### src/rtl/load_scoreboard.sv
// load_scoreboard: records the destination of the single outstanding load and stalls DE on RAW, WAW or memory-port conflicts.
// Optional load timeout is enabled by defining LOAD_SCOREBOARD_TIMEOUT_EN.
module load_scoreboard #(
    parameter int MAX_WAIT = 255,
    parameter int CNT_W    = $clog2(MAX_WAIT + 1)
) (
    input  logic        clk,
    input  logic        rst,
    input  logic [31:0] instr_DE,
    input  logic        instr_DE_valid,
    input  logic        load_ack,
    output logic        stall_DE,
    output logic        load_busy,
    output logic [4:0]  pending_rd,
    output logic        timeout_err
);

    localparam logic [0:0] IDLE = 1'b0;
    localparam logic [0:0] WAIT = 1'b1;

    localparam logic [6:0] OP_LOAD   = 7'd3;
    localparam logic [6:0] OP_IMM    = 7'd19;
    localparam logic [6:0] OP_AUIPC  = 7'd23;
    localparam logic [6:0] OP_STORE  = 7'd35;
    localparam logic [6:0] OP_OP     = 7'd51;
    localparam logic [6:0] OP_LUI    = 7'd55;
    localparam logic [6:0] OP_BRANCH = 7'd99;
    localparam logic [6:0] OP_JALR   = 7'd103;
    localparam logic [6:0] OP_JAL    = 7'd111;

    // CNT_W is derived from MAX_WAIT; overriding it independently is an elaboration error.
    if (MAX_WAIT < 1 || CNT_W != $clog2(MAX_WAIT + 1)) begin : g_bad_params
        $error("load_scoreboard: invalid MAX_WAIT/CNT_W combination");
    end

    logic [0:0] state;
    logic [6:0] opcode;
    logic [4:0] rd;
    logic [4:0] rs1;
    logic [4:0] rs2;
    logic       uses_rs1;
    logic       uses_rs2;
    logic       writes_rd;
    logic       is_mem;
    logic       raw_hazard;
    logic       waw_hazard;
    logic       issue;
    logic       timeout_hit;
    logic       unused_instr_bits;

    assign opcode = instr_DE[6:0];
    assign rd     = instr_DE[11:7];
    assign rs1    = instr_DE[19:15];
    assign rs2    = instr_DE[24:20];
    assign unused_instr_bits = ^{instr_DE[31:25], instr_DE[14:12]};

    always_comb begin
        uses_rs1  = 1'b0;
        uses_rs2  = 1'b0;
        writes_rd = 1'b0;
        is_mem    = 1'b0;
        case (opcode)
            OP_OP: begin
                uses_rs1  = 1'b1;
                uses_rs2  = 1'b1;
                writes_rd = 1'b1;
            end
            OP_STORE: begin
                uses_rs1 = 1'b1;
                uses_rs2 = 1'b1;
                is_mem   = 1'b1;
            end
            OP_BRANCH: begin
                uses_rs1 = 1'b1;
                uses_rs2 = 1'b1;
            end
            OP_LOAD: begin
                uses_rs1  = 1'b1;
                writes_rd = 1'b1;
                is_mem    = 1'b1;
            end
            OP_IMM, OP_JALR: begin
                uses_rs1  = 1'b1;
                writes_rd = 1'b1;
            end
            OP_JAL, OP_LUI, OP_AUIPC: begin
                writes_rd = 1'b1;
            end
            default: ;
        endcase
    end

    // pending_rd is zero whenever idle or for a load to x0, so the nonzero test also masks x0.
    assign raw_hazard = (pending_rd != 5'd0) &&
                        ((uses_rs1 && (rs1 == pending_rd)) || (uses_rs2 && (rs2 == pending_rd)));
    assign waw_hazard = (pending_rd != 5'd0) && writes_rd && (rd == pending_rd);
    assign stall_DE   = (state == WAIT) && instr_DE_valid && (raw_hazard || waw_hazard || is_mem);
    assign issue      = instr_DE_valid && !stall_DE;

`ifdef LOAD_SCOREBOARD_TIMEOUT_EN
    logic [CNT_W-1:0] wait_cnt;

    // An ack in the same cycle as the limit takes priority, so no error is raised then.
    assign timeout_hit = (state == WAIT) && !load_ack && (wait_cnt == CNT_W'(MAX_WAIT));

    always_ff @(posedge clk or posedge rst) begin
        if (rst) begin
            wait_cnt    <= '0;
            timeout_err <= 1'b0;
        end else begin
            timeout_err <= timeout_hit;
            if (state != WAIT) begin
                wait_cnt <= '0;
            end else if (wait_cnt != CNT_W'(MAX_WAIT)) begin
                wait_cnt <= wait_cnt + 1'b1;
            end
        end
    end
`else
    assign timeout_hit = 1'b0;
    assign timeout_err = 1'b0;
`endif

    always_ff @(posedge clk or posedge rst) begin
        if (rst) begin
            state      <= IDLE;
            load_busy  <= 1'b0;
            pending_rd <= 5'd0;
        end else if (state == IDLE) begin
            if (issue && (opcode == OP_LOAD)) begin
                state      <= WAIT;
                load_busy  <= 1'b1;
                pending_rd <= rd;
            end
        end else begin
            if (load_ack || timeout_hit) begin
                state      <= IDLE;
                load_busy  <= 1'b0;
                pending_rd <= 5'd0;
            end
        end
    end

endmodule
### config.mk
export PLATFORM = sky130hd
export DESIGN_NAME = load_scoreboard
export DESIGN_NICKNAME = d
export VERILOG_FILES = /design/src/rtl/load_scoreboard.sv
export SDC_FILE = /design/constraint.sdc
export NUM_CORES = 1
export LEC_CHECK = 0
export ABC_AREA = 1
export BUFFER_PORTS_ARGS = -buffer_cell sky130_fd_sc_hd__buf_4
export CORE_MARGIN = 2
export CORE_UTILIZATION = 44
export DETAILED_ROUTE_END_ITERATION = 16
export PLACE_DENSITY = 0.83
export SLEW_MARGIN = 25
export SYNTH_ARGS = -nofsm -noshare
export SYNTH_HDL_FRONTEND = slang
export SYNTH_SLANG_ARGS = --single-unit
### constraint.sdc
create_clock -name clk -period 2.7 [get_ports clk]
set_input_delay 0.675 -clock clk [delete_from_list [all_inputs] [get_ports clk]]
set_output_delay 0.675 -clock clk [all_outputs]
set_load 0.02 [all_outputs]
# == Word level (Yosys, flattened, before mapping) ==
# Index checks and enable logic that the tools add are counted.
# totals
in_bits,36
output_inout_bits,8
wordCells,49
register_bits,7
# op_classes
n_mux,13
eq_ne,13
n_reduce_logical,20
# ops
cell,n
$eq 7x6->1 const B,3
$eq 7x7->1 const B,3
$eq 5x5->1,3
$mux 5,3
$eq 7x5->1 const B,2
$mux 1,10
$logic_and 1x1->1,9
$eq 7x2->1 const B,1
$reduce_or 7->1,1
$reduce_or 6->1,1
$reduce_bool 5->1,1
$logic_or 1x1->1,3
$reduce_or 3->1,1
$ne 2x2->1 const B,1
$reduce_and 2->1,1
$reduce_bool 2->1,1
$reduce_or 2->1,1
$logic_not 1->1,1

# == Logic depth before layout (Yosys ltp) ==
# depth
depth_word,14
ltp_mapped,10
mapped_depth_nobuf,10

# == Least setup slack after synthesis ==
# OpenSTA, ideal clock, no wires.
# synth_path
path_type,input to output
start,input port instr_DE[1]
end,output port stall_DE
stages,8
path_slack_ps,564
arrival_time_ps,1461
n_path_buf,0
required_time_ps,2025
path_cell_list,nand2_1 nor2_1 nand2_1 nor2_1 nand2_1 nand3_1 nand2_1 a21oi_2
# synth_between
elab_chain_len,9
word_cells_on_any_way,26
classes_between,eq/ne: 9; mux: 4; reduce/logical: 13
# synth_rtl
item,line_no,source
"start, declared",9,"input logic [31:0] instr_DE,"
$eq 7x2->1 (tied with other cells),62,case (opcode)
$reduce_or 6->1 (no source line) or $reduce_or 3->1 (tied branches),--,
$mux 1,62,
$logic_and 1x1->1,95,((uses_rs1 && (rs1 == pending_rd)) || (uses_rs2 && (rs2 == pending_rd)));
$logic_or 1x1->1,95,
$logic_and 1x1->1,94,assign raw_hazard = (pending_rd != 5'd0) &&
$logic_or 1x1->1,97,assign stall_DE = (state == WAIT) && instr_DE_valid && (raw_hazard || waw_hazard || is_mem);
$logic_or 1x1->1 (*),97,
$logic_and 1x1->1 (*),97,
"end, declared",12,"output logic stall_DE,"
# Mark *: on every way between the ends. The rest lies on a longest branch, timed or not.

# == Worst setup path after layout ==
# layout_path
start,input port instr_DE[3]
end,output port stall_DE
# The elaborated chain is that of the path after synthesis.

==> impl_metrics.tcl <==
set metrics [dict create \
    status "complete, no violations" \
    htree_levels 1 \
    synth.largest_area_cell "sky130_fd_sc_hd__dfrtp_1" \
    fillCellCount 133 \
    cp_data_arrival_time_ps 1670 \
    overflow 0 \
    fin_crit_ps 2350 \
    yosys_warn_count 0 \
    post_synth_adder_cell_area_pct 0 \
    post-layout-total-power_uw 452 \
    groute.usage.overall_pct 19.6 \
    setup_viol 0 \
    num_vias 765 \
    insertedDiodeCount 0 \
    fp.dieArea_um2 1880 \
    start_util_pct 46.3 \
    post_synth_inst_count 109 \
    highest-signal-layer "met4" \
    clk_transition_reported_paths_ps 60 \
    layout-drive-gt1-share_pct 31.3 \
    final_core_util_pct 65.4 \
    final_cell_count_no_fill 160 \
    timing.final.hold_violations 0 \
    wirelength_met1_um 689 \
    drv_slew 0 \
    rows 14 \
    cts-hold-fix-buffers 0 \
    grt_antenna_before_repair 0 \
    timing.critical_path.from_type "primary input" \
    period_utilization_pct 87.0 \
    detailedRoute.firstIterationViolations 11 \
    floorplan.die.width_um 43.4 \
    yosys.area_share.xor_xnor_pct 11.6 \
    capture_instance_of_the_worst_register_to_register_path "pending_rd[3]" \
    first_pass_iters 4 \
    totalNegativeSetupSlack_ps 0 \
    wl_met2_um 760 \
    ys_seq_area_share_pct 25.7 \
    detail-route-antenna-nets 0 \
    post_cts.resized_instances 0 \
    synthDistinctLibCells 20 \
    cellPowerDensity_nw_per_um2 470 \
    vias_in_the_first_global_route 704 \
    wl_met3_um 88 \
    placed_area_um2 935 \
    worstSetupEndpointType "output port" \
    final_critical_path_setup_slack_ps 352 \
    post-dp-hpwl_mm 1.31 \
    criticalPathCategory "in2out" \
    place_ws_ps 345 \
    routedWlPerCell_um 9.78 \
    floorplan.core_area_um2 1470 \
    grt_first_pass_wirelength_mm 2.83 \
    crit_path_max_fanout 2 \
    setup.reg_to_reg.worst_slack_ps 1660 \
    worstRegToRegCells 5 \
    final.setup_skew_ps 5.90 \
    ios 44 \
    setup_repair_after_global_routing_missed_its_margin "false" \
    cts-buffers-inserted 3 \
    placed_cells 156 \
    clock_insertion_delay_worst_skew_ps 260 \
    nets 181 \
    multi_input_comb_area_um2 417 \
    ir_drop_uv 346 \
    cts_setup_buffers 0 \
    route.detailed.vias_per_inst 4.78 \
    synth_top_family_by_area "simple AND/OR/NAND/NOR gates" \
    area.growth.synth_to_final_pct 41.1 \
    worst_r2r_startpoint "state" \
    p_leak_nw 0.541 \
    mappedNetlistNets 145 \
    gp_congestion 0.743 \
    portion_of_netlist_area_occupied_by_mux_cells_pct 0 \
    stdcell_area_um2 962 \
    syn-mean-instance-area_um2 6.26 \
    sequential_cell_area_um2 175 \
    synth_compound_area_share_pct 7.16 \
    worst-endpoint-required_ps 2030 \
    synth.cell_area_um2 682 \
    fmax_ghz 0.426 \
    whs_ps 342 \
    drt-total-wl_mm 1.57 \
    max_cap_violations 0 \
    drt_drc_violations_left 0 \
    dieHeight_um 43.4 \
    clock_sinks 7 \
    clockRootBuffer "sky130_fd_sc_hd__clkbuf_4" \
    cts_tree "built" \
    synth_simple_gate_area_share_pct 41.8 \
    number_of_buffers_inserted_by_port_buffering 32 \
    yosysTopAreaCellShare_pct 25.7 \
    max-clock-path-buffers 2 \
    ys_ff_latch 7 \
    grt_max_degree 8 \
    hold_path_class "in2async" \
    synth_area_leaders "sky130_fd_sc_hd__dfrtp_1 (26%), sky130_fd_sc_hd__nand2_1 (21%), sky130_fd_sc_hd__inv_1 (10%), sky130_fd_sc_hd__xnor2_1 (10%), sky130_fd_sc_hd__nand3_1 (5.9%)" \
]
-- kinds of logic after synthesis --
group | after synthesis
AND/OR/NAND/NOR | 61
buffers and inverters | 23
XOR/XNOR | 9
AO/OA/AOI/OAI | 8
flip-flops | 7
other | 1
-- where the power goes --
part / internal (mW) / switching (mW) / leakage (nW)
combinational: 0.0970 / 0.0986 / 0.437
clock: 0.0544 / 0.0443 / 0.0177
sequential: 0.124 / 0.0340 / 0.0863
-- per-layer routing --
metal | vias to the layer above | track usage, %
li1 | 401 | -
met1 | 336 | 26.0
met2 | 25 | 31.3
met3 | 3 | 3.75
met4 | 0 | 7.88
met5 | - | 0
-- layout make-up --
| class | instances | share of cell area [%] |
|---|---|---|
| clock inverters | 1 | 0.520 |
| multi-input cells | 79 | 43.3 |
| well taps | 16 | 2.08 |
| inverters | 22 | 8.58 |
| flip-flops and latches | 7 | 18.2 |
| clock buffers | 3 | 2.34 |
| repair buffers | 32 | 25.0 |
-- critical path: stages --
cell and delay, ps:
sky130_fd_sc_hd__buf_4 120, sky130_fd_sc_hd__inv_1 70, sky130_fd_sc_hd__nand2_1 50, sky130_fd_sc_hd__nor2_1 110, sky130_fd_sc_hd__nand2_1 80, sky130_fd_sc_hd__nor2_1 90, sky130_fd_sc_hd__nand2_1 60, sky130_fd_sc_hd__nand3_1 80
sky130_fd_sc_hd__nand2_1 70, sky130_fd_sc_hd__a21oi_2 120, sky130_fd_sc_hd__buf_4 150
-- state kept, by name, summed over array words and instances (netlist names) --
register and flops:
state 1, pending_rd 5, load_busy 1
-- worst max path at each step --
stage | startpoint | endpoint | slack (ps)
after floorplan | instr_DE[1] | stall_DE | 560
after CTS | instr_DE[3] | stall_DE | 340
final | instr_DE[3] | stall_DE | 350
after global routing | pending_rd[2] | stall_DE | 210
after detailed placement | instr_DE[3] | stall_DE | 350
after global placement | instr_DE[3] | stall_DE | 380
-- synthesized netlist by cell type --
master                     n
sky130_fd_sc_hd__nor3_1    1
sky130_fd_sc_hd__nand4_4   1
sky130_fd_sc_hd__nand2_2   1
sky130_fd_sc_hd__nand2_4   1
sky130_fd_sc_hd__nand4_1   1
sky130_fd_sc_hd__inv_1    19
sky130_fd_sc_hd__nor2_1    8
sky130_fd_sc_hd__o22ai_1   4
sky130_fd_sc_hd__inv_2     3
sky130_fd_sc_hd__buf_4     1
sky130_fd_sc_hd__nor2_2    1
sky130_fd_sc_hd__dfrtp_1   7
sky130_fd_sc_hd__nand3_1   8
sky130_fd_sc_hd__nor3_4    1
sky130_fd_sc_hd__xor2_1    1
sky130_fd_sc_hd__xnor2_1   8
sky130_fd_sc_hd__a21oi_2   1
sky130_fd_sc_hd__conb_1    1
sky130_fd_sc_hd__nand2_1  38
sky130_fd_sc_hd__o21ai_0   3
-- layout by cell type (no fill, tap or decap) --
cell                       netlist  final
sky130_fd_sc_hd__nand2_1        38     38
sky130_fd_sc_hd__o21ai_0         3      3
sky130_fd_sc_hd__nor3_4          1      1
sky130_fd_sc_hd__nor2_2          1      1
sky130_fd_sc_hd__nand4_1         1      1
sky130_fd_sc_hd__o22ai_1         4      4
sky130_fd_sc_hd__a21oi_2         1      1
sky130_fd_sc_hd__xnor2_1         8      8
sky130_fd_sc_hd__nor3_1          1      1
sky130_fd_sc_hd__xor2_1          1      1
sky130_fd_sc_hd__clkbuf_4        0      3
sky130_fd_sc_hd__dfrtp_1         7      7
sky130_fd_sc_hd__nand4_4         1      1
sky130_fd_sc_hd__buf_4           1     32
sky130_fd_sc_hd__nand2_4         1      1
sky130_fd_sc_hd__nor2_1          8      8
sky130_fd_sc_hd__inv_2           3      3
sky130_fd_sc_hd__nand2_2         1      1
sky130_fd_sc_hd__inv_1          19     19
sky130_fd_sc_hd__nand3_1         8      8
sky130_fd_sc_hd__clkinv_2        0      1
sky130_fd_sc_hd__conb_1          1      1
Note: power is estimated with default switching activity, not from simulation.
